`src/rtl/rr_mux8_arbiter_if.sv`:
```
// rr_mux8_arbiter_if: request/data/grant bundle between 8 serial sources and the arbiter
interface rr_mux8_arbiter_if;
  logic [7:0] req;
  logic [7:0] data_in;
  logic [7:0] gnt;
  logic [2:0] sel;
  logic       data_out;
  logic       data_valid;
  logic       busy;
  modport master (output req, data_in, input gnt, sel, data_out, data_valid, busy);
  modport slave  (input req, data_in, output gnt, sel, data_out, data_valid, busy);
endinterface

```
`src/rtl/rr_mux8_arbiter.sv`:
```
// rr_mux8_arbiter: round-robin 8:1 serial channel sharing with bounded tenure
module rr_mux8_arbiter #(
  parameter int MAX_HOLD = 4
) (
  input logic               clk,
  input logic               rst_n,
  rr_mux8_arbiter_if.slave  io_bus
);
  localparam int CW = $clog2(MAX_HOLD) + 1;
  typedef enum logic {IDLE, GRANT} state_t;
  state_t        r_state, w_state_n;
  logic [2:0]    r_sel, w_sel_n, r_ptr, w_ptr_n;
  logic [CW-1:0] r_hold, w_hold_n;
  logic          r_dout, r_dval;
  logic          w_release;
  logic [3:0]    w_m1;
  logic [1:0]    w_m2;
  logic          w_mux;
  function automatic logic [2:0] pick(input logic [7:0] r, input logic [2:0] s);
    logic [2:0] p;
    p = s;
    for (int k = 7; k >= 0; k--)
      if (r[s + 3'(k)]) p = s + 3'(k);
    return p;
  endfunction
  // 8:1 select as a tree of 2:1 stages driven by the registered select
  always_comb begin
    for (int k = 0; k < 4; k++) w_m1[k] = r_sel[0] ? io_bus.data_in[2*k+1] : io_bus.data_in[2*k];
    for (int k = 0; k < 2; k++) w_m2[k] = r_sel[1] ? w_m1[2*k+1] : w_m1[2*k];
    w_mux = r_sel[2] ? w_m2[1] : w_m2[0];
  end
  // a tenure ends when the holder lets go or has used its hold budget
  assign w_release = !io_bus.req[r_sel] || (r_hold == CW'(MAX_HOLD - 1));
  // next-state: pick from ptr out of idle, hand over from sel+1 on release with no bubble
  always_comb begin
    w_state_n = r_state;
    w_sel_n   = r_sel;
    w_ptr_n   = r_ptr;
    w_hold_n  = r_hold;
    if (r_state == IDLE) begin
      if (|io_bus.req) begin
        w_state_n = GRANT;
        w_sel_n   = pick(io_bus.req, r_ptr);
        w_hold_n  = '0;
      end
    end else if (!w_release) begin
      w_hold_n = r_hold + CW'(1);
    end else begin
      w_ptr_n  = r_sel + 3'd1;
      w_hold_n = '0;
      if (|io_bus.req) w_sel_n = pick(io_bus.req, r_sel + 3'd1);
      else w_state_n = IDLE;
    end
  end
  // arbitration state and registered output bit; reset abandons any tenure
  always_ff @(posedge clk or negedge rst_n) begin
    if (!rst_n) begin
      r_state <= IDLE;
      r_sel   <= '0;
      r_ptr   <= '0;
      r_hold  <= '0;
      r_dout  <= 1'b0;
      r_dval  <= 1'b0;
    end else begin
      r_state <= w_state_n;
      r_sel   <= w_sel_n;
      r_ptr   <= w_ptr_n;
      r_hold  <= w_hold_n;
      r_dout  <= w_mux;
      r_dval  <= (r_state == GRANT) && io_bus.req[r_sel];
    end
  end
  assign io_bus.busy       = (r_state == GRANT);
  assign io_bus.gnt        = io_bus.busy ? (8'b1 << r_sel) : 8'h00;
  assign io_bus.sel        = r_sel;
  assign io_bus.data_out   = r_dout;
  assign io_bus.data_valid = r_dval;
endmodule

```
`src/flat_wrapper.sv`:
```
// flat-port wrapper written by rule: the top's interface ports become plain ports
module rr_mux8_arbiter_flat 
#(
  parameter int MAX_HOLD = 4
)
  (clk, rst_n, io_bus_req, io_bus_data_in, io_bus_gnt, io_bus_sel, io_bus_data_out, io_bus_data_valid, io_bus_busy);
  rr_mux8_arbiter_if io_bus_i ();
  input logic clk;
  input logic rst_n;
  input wire logic [$bits(io_bus_i.req)-1:0] io_bus_req;
  input wire logic [$bits(io_bus_i.data_in)-1:0] io_bus_data_in;
  output wire logic [$bits(io_bus_i.gnt)-1:0] io_bus_gnt;
  output wire logic [$bits(io_bus_i.sel)-1:0] io_bus_sel;
  output wire logic [$bits(io_bus_i.data_out)-1:0] io_bus_data_out;
  output wire logic [$bits(io_bus_i.data_valid)-1:0] io_bus_data_valid;
  output wire logic [$bits(io_bus_i.busy)-1:0] io_bus_busy;
  assign io_bus_i.req = io_bus_req;
  assign io_bus_i.data_in = io_bus_data_in;
  assign io_bus_gnt = io_bus_i.gnt;
  assign io_bus_sel = io_bus_i.sel;
  assign io_bus_data_out = io_bus_i.data_out;
  assign io_bus_data_valid = io_bus_i.data_valid;
  assign io_bus_busy = io_bus_i.busy;
  rr_mux8_arbiter #(.MAX_HOLD(MAX_HOLD)) u_core (.clk(clk), .rst_n(rst_n), .io_bus(io_bus_i));
endmodule
```
`config.mk`:
```
export PLATFORM = sky130hd
export DESIGN_NAME = rr_mux8_arbiter_flat
export DESIGN_NICKNAME = d
export VERILOG_FILES = /design/src/rtl/rr_mux8_arbiter_if.sv /design/src/rtl/rr_mux8_arbiter.sv /design/src/flat_wrapper.sv
export SDC_FILE = /design/constraint.sdc
export NUM_CORES = 1
export LEC_CHECK = 0
export BUFFER_PORTS_ARGS = -buffer_cell sky130_fd_sc_hd__buf_4
export CAP_MARGIN = 30
export CORE_MARGIN = 2
export CORE_UTILIZATION = 55
export CTS_CLUSTER_SIZE = 20
export DETAILED_ROUTE_END_ITERATION = 8
export GPL_ROUTABILITY_DRIVEN = 0
export GPL_TIMING_DRIVEN = 0
export PLACE_DENSITY = 0.77
export REMOVE_ABC_BUFFERS = 1
export SLEW_MARGIN = 25
export SYNTH_ARGS = -nofsm -noshare
export SYNTH_HDL_FRONTEND = slang
export SYNTH_SLANG_ARGS = --single-unit
```
`constraint.sdc`:
```
create_clock -name clk -period 3.22 [get_ports clk]
set_input_delay 0.644 -clock clk [delete_from_list [all_inputs] [get_ports clk]]
set_output_delay 0.644 -clock clk [all_outputs]
set_load 0.01 [all_outputs]
```
; After elaboration in Yosys (flattened, before gate mapping)
; Index checks and enable logic that the tools add are counted.
; W data, S select, Z words.
[word_totals]
regBits = 12
latchBits = 0
mem_bits_rw = 0
rom_bits = 0
inputBits = 18
wordCells = 118
memories = 0
[classes]
add_sub_neg = 16
mul = 0
div = 0
n_lt_le_gt_ge = 17
n_eq_ne = 3
shift = 1
muxes = 68
bitwise_logic = 0
n_reduce_logical = 7
[op_table]
columns = cell, count
row1 = $mux W3, 23
row2 = $lt A3 B4 Y1 const B, 17
row3 = $bmux W1 S3, 17
row4 = $mux W1, 27
row5 = $add A3 B3 Y3 const B, 8
row6 = $add A3 B1 Y3 const B, 4
row7 = $add A3 B2 Y3 const B, 4
row8 = $mux W8, 1
row9 = $reduce_or A8 Y1, 1
row10 = $shl A1 B3 Y8 const A, 1
row11 = $ne A2 B2 Y1 const B, 2
row12 = $eq A3 B2 Y1 const B, 1
row13 = $reduce_and A3 Y1, 1
row14 = $reduce_and A2 Y1, 1
row15 = $reduce_bool A2 Y1, 1
row16 = $logic_and A1 B1 Y1, 1
row17 = $logic_not A1 Y1, 1
row18 = $logic_or A1 B1 Y1, 1

; Logic depth before layout (Yosys ltp)
[logic_depth]
depth_word = 15
depth_mapped = 12
depth_no_buf = 9

; Least setup slack after synthesis
; Ideal clock, no wire load.
[synth_timing]
path_kind = reg2reg
from = register u_core.r_sel[1] (netlist: u_core.io_bus.sel[1])
to = register u_core.r_sel[2] (netlist: u_core.io_bus.sel[2])
arrival_time_ps = 2905
required_time_ps = 3097
path_slack_ps = 192
path_stages_with_launch = 11
n_path_buf = 1
cell_sequence = dfrtp_1 -> ha_1 -> ha_1 -> buf_4 -> xnor2_1 -> mux4_2 -> nand2b_1 -> xnor2_1 -> o21ai_0 -> a311o_1 -> o221a_1
[synth_between]
elab_chain_len = 15
word_cells_on_any_way = 42
[synth_rtl]
columns = item, line_no
row1 = from (decl), rr_mux8_arbiter.sv:12  ; logic [2:0] r_sel, w_sel_n, r_ptr, w_ptr_n;
row2 = from (signal assigned), rr_mux8_arbiter.sv:66  ; r_sel <= w_sel_n;
row3 = $add A3 B1 Y3, rr_mux8_arbiter.sv:51  ; if (|io_bus.req) w_sel_n = pick(io_bus.req, r_sel + 3'd1);
row4 = $add A3 B3 Y3, rr_mux8_arbiter.sv:23  ; if (r[s + 3'(k)]) p = s + 3'(k);
row5 = $bmux W1 S3, rr_mux8_arbiter.sv:23
row6 = $mux W1 (implied by the code), rr_mux8_arbiter.sv:23
row7 = $mux W3 (8 in series), rr_mux8_arbiter.sv:23
row8 = $mux W3, rr_mux8_arbiter.sv:51
row9 = $mux W3, rr_mux8_arbiter.sv:46  ; end else if (!w_release) begin
row10 = $mux W3, rr_mux8_arbiter.sv:40  ; if (r_state == IDLE) begin
; Parallel ways exist; a longest one is shown, timed or not. The select of a mux whose other input is x is not followed.
; A chain may end at the register's enable or synchronous reset.

; Worst setup path after layout
[layout_timing]
from = register u_core.r_sel[0] (netlist: u_core.io_bus.sel[0])
to = register u_core.r_sel[2] (netlist: u_core.io_bus.sel[2])
; The elaborated chain is that of the path after synthesis.

==> results_dict.tcl <==
set metrics [dict create \
    status "finished, final reports clean" \
    dieArea_um2 4794 \
    crit_family "adder cells" \
    finalCritPeriodShare_pct 95.23 \
    yosys-top-cells-area "mux4_2 (13%), dfrtp_1 (13%), mux4_1 (9.0%), mux2_2 (8.2%), mux2i_1 (6.8%)" \
    rows 23 \
    grt_pass1_wl_mm 9.618 \
    area_growth_pct 15.07 \
    io_pins 32 \
    placed_cell_area_um2 2520 \
    overflow 0 \
    drt_first_pass_iters 4 \
    drive_gt1_share_pct 33.70 \
    yosys_warnings 0 \
    start_kind "register" \
    die_h_um 69.24 \
    r2r-end "u_core.io_bus.sel[2]" \
    clock-sinks 12 \
    whs_ns 0.2315 \
    synth_cells 250 \
    synth-seq-cells 12 \
    grt_pass1_vias 1989 \
    maxCapViolCount 0 \
    die_w_um 69.24 \
    setup_viol 0 \
    initial_core_util_pct 57.69 \
    grt_max_degree 18 \
    async_reset_ff_share_pct 100.0 \
    synth_cell_type_count 48 \
    slowest_delay_ns 0.57 \
    syn-mean-instance-area_um2 9.364 \
    hold_viol 0 \
    worst-endpoint-required_ns 3.35 \
    slowest_stage "dfrtp_4" \
    yosys.area.top_type "mux4_2" \
    cp_cell_sequence "ha_2 -> ha_4 -> xnor2_2 -> mux4_2 -> nand2b_1 -> xnor2_1 -> o21ai_0 -> a311o_1 -> o221a_1" \
    crit_type "register to register" \
    ff2ff_path_depth 9 \
    rr_startpoint "u_core.io_bus.sel[0]" \
    worstMarginPinSlew_ns 0.6047 \
    cp-end-kind "register" \
    period_minus_slack_ns 3.066 \
    via_count 2137 \
    cts_max_level 1 \
    synth_edf_count 0 \
    cts.path.max_buffers 2 \
    tns_ns 0 \
    groute.usage.overall_pct 23.87 \
    critical_path_buf_inv_count 0 \
    wl_per_cell_um 17.98 \
    io_buffers 31 \
    synthFlopType "dfrtp_1" \
    ys_seq_area_share_pct 12.83 \
    core_um2 4058 \
    final_area_um2 2694 \
    rsz0062_at_grt "false" \
    fmax_mhz 326.1 \
    synth_top_area_share_pct 13.47 \
    antenna_left 0 \
    viasPerCell 6.616 \
    layout.nets 305 \
    clk_latency_ns 0.24 \
    fill_cells 334 \
    synth_area_um2 2341 \
    clk_pin_slew_worst_paths_ns 0.05 \
    cts.root.buffer_cell "clkbuf_8" \
    antenna_found_initial 0 \
    min_path_type "input port to async pin" \
    fin_skew_ns 0.0009521 \
    diodes 0 \
    reg2reg_setup_slack_ns 0.15 \
    routed_wl_mm 5.808 \
    slew_headroom_pct 59.58 \
    cts-hold-fix-buffers 0 \
    cts_made_buffers 3 \
    setup_slack_ns 0.1536 \
    first_iter_violations 152 \
    crit_fanout 13 \
    cts_tree "done" \
    hpwlAfterDp_mm 4.066 \
    drcViolationCount 0 \
    slew_viol_final 0 \
    critPathArrivalTime_ns 3.19 \
    pre_cts_slack_ns -0.8402 \
]
[worst register-to-register path, delay by kind of cell, from the launching register on]
kind / cells / cell delay [ns]
AOI/OAI and AO/OA: 3 / 0.62
xor gates and xnor gates: 2 / 0.34
adders and majority gates: 2 / 0.68
DFF: 1 / 0.57
muxes: 1 / 0.57
and+or+nand+nor: 1 / 0.18
[worst max-delay path by stage]
| stage | startpoint | slack (ns) | endpoint | depth (start not counted) |
|---|---|---|---|---|
| after floorplan | u_core.io_bus.sel[0] | -0.23 | u_core.io_bus.sel[2] | 9 |
| after global placement | u_core.io_bus.sel[0] | -0.73 | u_core.io_bus.sel[2] | 9 |
| after detailed placement | u_core.io_bus.sel[0] | -0.84 | u_core.io_bus.sel[1] | 9 |
| after CTS | u_core.r_ptr[0] | 0.002 | u_core.io_bus.sel[0] | 9 |
| after global routing | u_core.io_bus.sel[0] | 0.03 | u_core.io_bus.sel[1] | 9 |
| final | u_core.io_bus.sel[0] | 0.15 | u_core.io_bus.sel[2] | 9 |
[flip-flops by register name, summed over array words and instances (netlist names)]
| signal | cells |
|---|---|
| u_core.io_bus.data_valid | 1 |
| u_core.io_bus.data_out | 1 |
| u_core.io_bus.busy | 1 |
| u_core.io_bus.sel | 3 |
| u_core.r_ptr | 3 |
| u_core.r_hold | 3 |
[synthesized netlist by cell type, types with 2 or more instances]
master and count:
a31oi_1 3, inv_2 2, buf_2 6, a21oi_1 14
a2111oi_0 2, nand2_1 25, a22oi_1 2, nor2b_1 5
o211ai_1 5, mux2_2 17, nor2_1 7, xnor2_1 7
and2_1 7, clkbuf_1 10, or3_1 2, ha_1 12
and3_1 5, nor4_1 4, nand2b_1 4, mux2i_1 16
nand3_1 3, nor3_1 2, buf_4 3, buf_6 2
o21ai_0 16, xor2_1 6, dfrtp_1 12, mux4_2 14
inv_1 10, a221o_1 2, mux4_1 8
[cells by family after synthesis]
| group | share of synthesized area [%] |
|---|---|
| xor gates and xnor gates | 4.864 |
| AOI/OAI and AO/OA | 16.36 |
| DFF | 12.83 |
| muxes | 38.43 |
| and+or+nand+nor | 14.22 |
| adders and majority gates | 6.414 |
| buffers and inverters | 6.895 |
[cell type report]
| cell class | instances | area (um2) | area share [%] |
|---|---|---|---|
| clock buffer | 3 | 41.29 | 1.533 |
| inverter | 12 | 45.04 | 1.672 |
| multi-input combinational | 204 | 1922 | 71.34 |
| sequential | 12 | 307.8 | 11.43 |
| tap | 50 | 62.56 | 2.322 |
| timing repair buffer | 42 | 315.3 | 11.70 |
[layer usage]
layer	track usage, %	up-vias	wire [um]	part of all wire (%)
met2	36.54	95	2747	47
li1	-	1006	-	-
met1	35.05	1026	2540	44
met4	6.972	0	87	1.5
met5	0	-	0	0
met3	3.634	10	432	7.4
[stage by stage]
stage	util, %	std cells
CTS	64.38	314
finish	66.39	323
detailed placement	62.10	309
floorplan	-	228
global route	66.39	323
global placement	62.10	309
[cell usage in the layout (no fill, tap or decap), types with 4 or more instances in the layout]
cell type  count
o211ai_1       5
nand2_1       25
mux2i_1       16
ha_1           8
nor4_1         4
mux2_2        17
and3_1         5
dfrtp_1        8
xor2_1         5
and2_1         7
xnor2_1        6
o21ai_0       16
inv_1         10
buf_4         42
mux4_2        15
nor2b_1        5
mux4_1         7
a21oi_1       14
nor2_1         7
nand2b_1       4
[what timing repair did]
item,in CTS,in global routing
endpoints found under the setup margin,3,3
pin swaps,0,1
cloned,0,0
gates resized for setup,12,3
setup buffers,2,9
Power is left out: the tool's default activity adds up to more than one toggle a clock period on the data nets, which glitch-free logic cannot reach.
